**src/rtl/mux2_arb_pkg.sv**
```systemverilog
// Shared types and constants for the two-requester round-robin arbiter.
// The state encoding and the select values are used by both the RTL and the bench.
package mux2_arb_pkg;

    typedef enum logic [1:0] {
        IDLE  = 2'd0,
        GNT_A = 2'd1,
        GNT_B = 2'd2
    } state_e;

    localparam logic SEL_A = 1'b0;
    localparam logic SEL_B = 1'b1;

    function automatic state_e grant_state(input logic owner);
        return (owner == SEL_B) ? GNT_B : GNT_A;
    endfunction

endpackage

```
**src/rtl/mux2_datapath.sv**
```systemverilog
// 2:1 data multiplexer steered by the arbiter's registered select.
module mux2_datapath #(
    parameter int DATA_W = 8
) (
    input  logic              sel_i,
    input  logic [DATA_W-1:0] a_i,
    input  logic [DATA_W-1:0] b_i,
    output logic [DATA_W-1:0] y_o
);

    assign y_o = sel_i ? b_i : a_i;

endmodule

```
**src/rtl/mux2_rr_arbiter.sv**
```systemverilog
// Two-requester round-robin arbiter with bounded bursts and a registered mux select.
//   state | meaning
//   IDLE  | no grant; nothing offered downstream
//   GNT_A | requester A owns the output
//   GNT_B | requester B owns the output
module mux2_rr_arbiter
    import mux2_arb_pkg::*;
#(
    parameter int DATA_W    = 8,
    parameter int BURST_MAX = 4
) (
    input  logic              clk,
    input  logic              rst,
    input  logic              a_valid,
    input  logic [DATA_W-1:0] a_data,
    output logic              a_ready,
    input  logic              b_valid,
    input  logic [DATA_W-1:0] b_data,
    output logic              b_ready,
    output logic              out_valid,
    output logic [DATA_W-1:0] out_data,
    input  logic              out_ready,
    output logic              sel
);

    state_e     state_q, state_d;
    logic [3:0] beat_cnt_q, beat_cnt_d;
    logic       sel_q, sel_d;
    logic       last_grant_q, last_grant_d;

    logic       own_valid;
    logic       oth_valid;
    state_e     oth_state;
    logic [3:0] beat_cnt_inc;

    assign own_valid    = (state_q == GNT_B) ? b_valid : a_valid;
    assign oth_valid    = (state_q == GNT_B) ? a_valid : b_valid;
    assign oth_state    = (state_q == GNT_B) ? GNT_A : GNT_B;
    assign beat_cnt_inc = beat_cnt_q + 4'd1;

    always_ff @(posedge clk) begin
        if (rst) begin
            state_q      <= IDLE;
            beat_cnt_q   <= 4'd0;
            sel_q        <= SEL_A;
            last_grant_q <= SEL_B;
        end else begin
            state_q      <= state_d;
            beat_cnt_q   <= beat_cnt_d;
            sel_q        <= sel_d;
            last_grant_q <= last_grant_d;
        end
    end

    always_comb begin
        state_d      = state_q;
        beat_cnt_d   = beat_cnt_q;
        sel_d        = sel_q;
        last_grant_d = last_grant_q;
        out_valid    = 1'b0;
        a_ready      = 1'b0;
        b_ready      = 1'b0;

        if (state_q == IDLE) begin
            // On a tie the requester that did not own the last grant wins.
            if (a_valid && (!b_valid || last_grant_q == SEL_B)) begin
                state_d = GNT_A;
            end else if (b_valid) begin
                state_d = GNT_B;
            end
        end else begin
            out_valid = own_valid;
            a_ready   = (state_q == GNT_A) && out_ready;
            b_ready   = (state_q == GNT_B) && out_ready;
            if (!own_valid) begin
                state_d = oth_valid ? oth_state : IDLE;
            end else if (out_ready) begin
                if (beat_cnt_inc == 4'(BURST_MAX)) begin
                    if (oth_valid) begin
                        state_d = oth_state;
                    end else begin
                        beat_cnt_d = 4'd0;
                    end
                end else begin
                    beat_cnt_d = beat_cnt_inc;
                end
            end
        end

        // Any transition restarts the burst; sel and last_grant follow a new owner only.
        if (state_d != state_q) begin
            beat_cnt_d = 4'd0;
            if (state_d != IDLE) begin
                sel_d        = (state_d == GNT_B) ? SEL_B : SEL_A;
                last_grant_d = sel_d;
            end
        end
    end

    assign sel = sel_q;

    mux2_datapath #(
        .DATA_W(DATA_W)
    ) u_datapath (
        .sel_i(sel_q),
        .a_i  (a_data),
        .b_i  (b_data),
        .y_o  (out_data)
    );

endmodule

```
**config.mk**
```make
export PLATFORM = sky130hd
export DESIGN_NAME = mux2_rr_arbiter
export DESIGN_NICKNAME = d
export VERILOG_FILES = /design/src/rtl/mux2_arb_pkg.sv /design/src/rtl/mux2_datapath.sv /design/src/rtl/mux2_rr_arbiter.sv
export SDC_FILE = /design/constraint.sdc
export NUM_CORES = 1
export LEC_CHECK = 0
export CORE_MARGIN = 2
export CORE_UTILIZATION = 43
export DETAILED_ROUTE_END_ITERATION = 6
export HOLD_SLACK_MARGIN = 0.06
export PLACE_DENSITY = 0.82
export SLEW_MARGIN = 20
export SYNTH_ARGS = -nofsm -noshare
export SYNTH_HDL_FRONTEND = slang
export SYNTH_SLANG_ARGS = --single-unit
```
**constraint.sdc**
```tcl
create_clock -name clk -period 2.3 [get_ports clk]
set_input_delay 0.345 -clock clk [delete_from_list [all_inputs] [get_ports clk]]
set_output_delay 0.345 -clock clk [all_outputs]
set_load 0.005 [all_outputs]
```
* Word-level counts from Yosys, hierarchy flattened
Index checks and enable logic that the tools add are counted.
Storage, ports and cells: flip-flop bits (word level) 8, bits of input ports 21, output and inout bits 12, logic and storage cells 40
Cells by class: $add $sub $neg 1, equality and inequality tests 6, multiplexer cells 18, bitwise gates (word level) 1, reductions and logical operators 10
Operator list (count):
- $mux 2 | 9
- $mux 4 | 2
- $mux 8 | 1
- $mux 1 | 6
- $add 4x1->4 const B | 1
- $eq 2x2->1 const B | 2
- $eq 4x3->1 const B | 1
- $reduce_and 4->1 | 1
- $logic_and 1x1->1 | 3
- $eq 2x1->1 const B | 1
- $logic_not 2->1 | 1
- $ne 2x2->1 | 1
- $ne 2x2->1 const B | 1
- $reduce_and 2->1 | 1
- $reduce_bool 2->1 | 1
- $reduce_or 2->1 | 1
- $logic_not 1->1 | 1
- $logic_or 1x1->1 | 1
- $not 1->1 | 1

* Longest topological paths before layout
depth in word-level cells 9, gate-level depth with buffers 5, depth with buffers taken out 5

* Cells and area by module
A second synthesis with hierarchy kept.
Unflattened totals: cell total of the unflattened synthesis 72, area total of the unflattened synthesis 681.9 um^2
By module, submodules not included:
- mux2_rr_arbiter | times used 1, cells each 63, area each 550.5 um^2, sequential area each 160.2 um^2
- mux2_datapath | times used 1, cells each 9, area each 131.4 um^2, sequential area each 0.0 um^2

* Worst setup path before layout
No wires, ideal clock.
path type register to register, start register beat_cnt_q[1], end register state_q[1], arrival 1.543 ns, data required time 2.173 ns, slack 0.630 ns, cell stages (with the launch flop) 6, buffers on the path 0, period minus slack after synthesis 1.670 ns, path through dfxtp_1 -> ha_1 -> nand2_1 -> nor4_4 -> nor4bb_1 -> or3_1
On the way: cells in the longest elaborated chain, start to end 6
RTL lines:
- start, declared | RTL line mux2_rr_arbiter.sv:27 | logic [3:0] beat_cnt_q, beat_cnt_d;
- start signal, assigned | RTL line mux2_rr_arbiter.sv:49 | beat_cnt_q <= beat_cnt_d;
- $add 4x1->4 | RTL line mux2_rr_arbiter.sv:39 | assign beat_cnt_inc = beat_cnt_q + 4'd1;
- $eq 4x3->1 | RTL line mux2_rr_arbiter.sv:78 | if (beat_cnt_inc == 4'(BURST_MAX)) begin
- $mux 2 | RTL line mux2_rr_arbiter.sv:78
- $mux 2 | RTL line mux2_rr_arbiter.sv:77 | end else if (out_ready) begin
- $mux 2 | RTL line mux2_rr_arbiter.sv:75 | if (!own_valid) begin
- $mux 2 | RTL line mux2_rr_arbiter.sv:64 | if (state_q == IDLE) begin
- end signal, assigned | RTL line mux2_rr_arbiter.sv:48 | state_q <= state_d;
- end, declared | RTL line mux2_rr_arbiter.sv:26 | state_e state_q, state_d;
Every way passes these cells. A chain may end at the register's enable or synchronous reset.

* Final worst setup path
start input port out_ready, end output port a_ready
On the way: cells in the longest elaborated chain, start to end 2
RTL lines:
- start, declared | RTL line mux2_rr_arbiter.sv:22 | input logic out_ready,
- $logic_and 1x1->1 | RTL line mux2_rr_arbiter.sv:73 | a_ready = (state_q == GNT_A) && out_ready;
- $mux 1 | RTL line mux2_rr_arbiter.sv:64
- end, declared | RTL line mux2_rr_arbiter.sv:16 | output logic a_ready,
Every way passes these cells.

==> run metrics <==
status completed; Worst-path clk slew 0.06 ns; Pwr Density 348 mW/mm²; Total GRT Usage 21.9%; Die W 48.4 µm; P_leak 0.000474 µW; DP HPWL 1.93 mm; Post-Syn Instances 105; Vias/cell 6.08; CP max FO 6; worst path arrival time 1.84 ns; fin crit period 2.19 ns; Final Slew Violations 0; synthesized cell area 847 µm²; Peak VDD IR 0.305 mV; most used flip-flop cell after synthesis dfxtp_1; vias in the first global route 918; asr flop ratio synth 0%; largest area contributor in the netlist dfxtp_1; Post-CTS Setup Bufs 0; HP Class register to register; TritonCTS clock tree done; Routability Congestion 0.896; core area 0.00190 mm²; Max Clk Rate 457 MHz; Slew headroom 71.7%; Yosys warnings 0; DRC viols 0; number of antenna violations at the first check in global routing 0; die area 0.00234 mm²; DP Worst Slack 0.182 ns; CP Class input pin to primary output; leading post-synthesis cells by cell area dfxtp_1 (19%), mux2_2 (11%), or3_1 (3.7%), a211oi_1 (3.5%), nand2_1 (3.5%); Ports 33; Layout area overhead 44.8%; register area share after synthesis 18.9%; DIE HEIGHT 48.4 µm; Max clock buf depth 2; final-report hold violation count 0; Worst Path Required 1.96 ns; drt total wl 2.55 mm; Root Buffer clkbuf_4; crit path launch type input pin; RSZ-0062 raised after global routing false; total CTS buffers 3; Post-CTS Resized 0; Detailed Route Iter0 Violations 48; # setup viols final 0; H-tree depth 1; setup ws final 0.113 ns; total of max-cap violations 0; Synth Register Bits 8; Row Count 16; global route overflow 0; worst skew pair latency 0.26 ns; Post-synth EDFFs 0; Mean Syn Cell Area 8.07 µm²; Avg WL per Cell 15.5 µm; ANT nets after route 0; count of cell types in the netlist 44; largest net degree at the start of global routing 16; first-pass GRT wire length 4.14 mm; Nets 163; share of post-route cells with drive strength above 1 17.4%; Syn Nets 128; post-route setup TNS 0 ns; Post-CTS Hold Fix Bufs 0; fin crit share 95.1%; diode count 0; commonest cells after routing, fill and taps aside clkdlybuf4s50_1 (32), mux2_2 (8), nand2_1 (8), dfxtp_1 (8), inv_1 (6); most common cell after layout, fill and taps aside clkdlybuf4s50_1; Setup Skew 0.00243 ns; drt first pass iters 4; number of vias in the routed layout 1003; top cell type's share of synthesized area 18.9%; Crit. End Element primary output; Fill cells 161; I/O Buffers 32; clock sink count 8; Starting Density 44.5%; Worst-Margin Slew 0.424 ns
==> state kept, by name, summed over array words and instances, names as in the netlist <==
| signal | cells |
|---|---|
| sel | 1 |
| beat_cnt_q | 4 |
| last_grant_q | 1 |
| state_q | 2 |
==> cells by family after synthesis <==
family / count (synthesis) / synth area share, %
and+or+nand+nor: 44 / 32.5
AOI/OAI and AO/OA: 30 / 28.2
buffers and inverters: 13 / 6.79
muxes: 8 / 10.6
DFF: 8 / 18.9
adders and majority gates: 2 / 2.95
==> through the flow <==
step / area [µm²] / utilization [%] / hold slack [ns] / cells / power (µW)
3_3_place_gp: 1200 / 63.3 / 0.514 / 162 / 306
2_1_floorplan: 847 / - / 0.411 / 105 / 225
4_1_cts: 1230 / 64.5 / 0.537 / 165 / 426
3_5_place_dp: 1200 / 63.3 / 0.529 / 162 / 311
5_1_grt: 1230 / 64.5 / 0.553 / 165 / 442
6_report: 1230 / 64.5 / 0.541 / 165 / 427
==> cell type report <==
class                      count  area [µm²]  area share [%]
clock buffer                   3        22.5            1.84
tap                           27        33.8            2.76
sequential                     8         160            13.1
inverter                       6        22.5            1.84
multi-input combinational     84         629            51.3
timing repair buffer          37         358            29.2
==> worst paths after layout <==
check	cells past startpoint	endpoint	from	slack, ns
setup / recovery	4	a_ready	out_ready	0.11
hold / removal	2	last_grant_q	last_grant_q	0.54
setup reg to reg	5	state_q[1]	beat_cnt_q[1]	0.37
hold reg to reg	2	last_grant_q	last_grant_q	0.54
==> where the power goes <==
part | internal [µW] | total [µW] | switching [µW] | leakage [µW]
combinational | 95.3 | 148 | 53.0 | 0.000395
clock | 60.4 | 118 | 57.2 | 0.0000138
sequential | 145 | 161 | 15.6 | 0.0000654
==> critical path, stage by stage <==
cell and delay (ns):
clkdlybuf4s50_1 0.57, inv_1 0.15, nor3b_1 0.24, clkdlybuf4s50_1 0.54
==> Yosys cell counts (3+ instances only) <==
cell type  number
nor2_1          5
o21ai_0         3
or3_1           5
nand2b_1        3
mux2_2          8
clkbuf_1        5
nand3_1         3
a211oi_1        4
dfxtp_1         8
inv_1           6
a21oi_1         5
nor3b_1         3
nand2_1         8
==> per-layer routing <==
layer | up-vias | part of all wire, % | global-route usage (%)
li1 | 474 | - | -
met1 | 455 | 41 | 28.5
met2 | 61 | 49 | 36.8
met3 | 13 | 7.2 | 2.16
met4 | 0 | 3.1 | 9.52
met5 | - | 0 | 0
No activity file was read; power rests on OpenSTA's default activity.
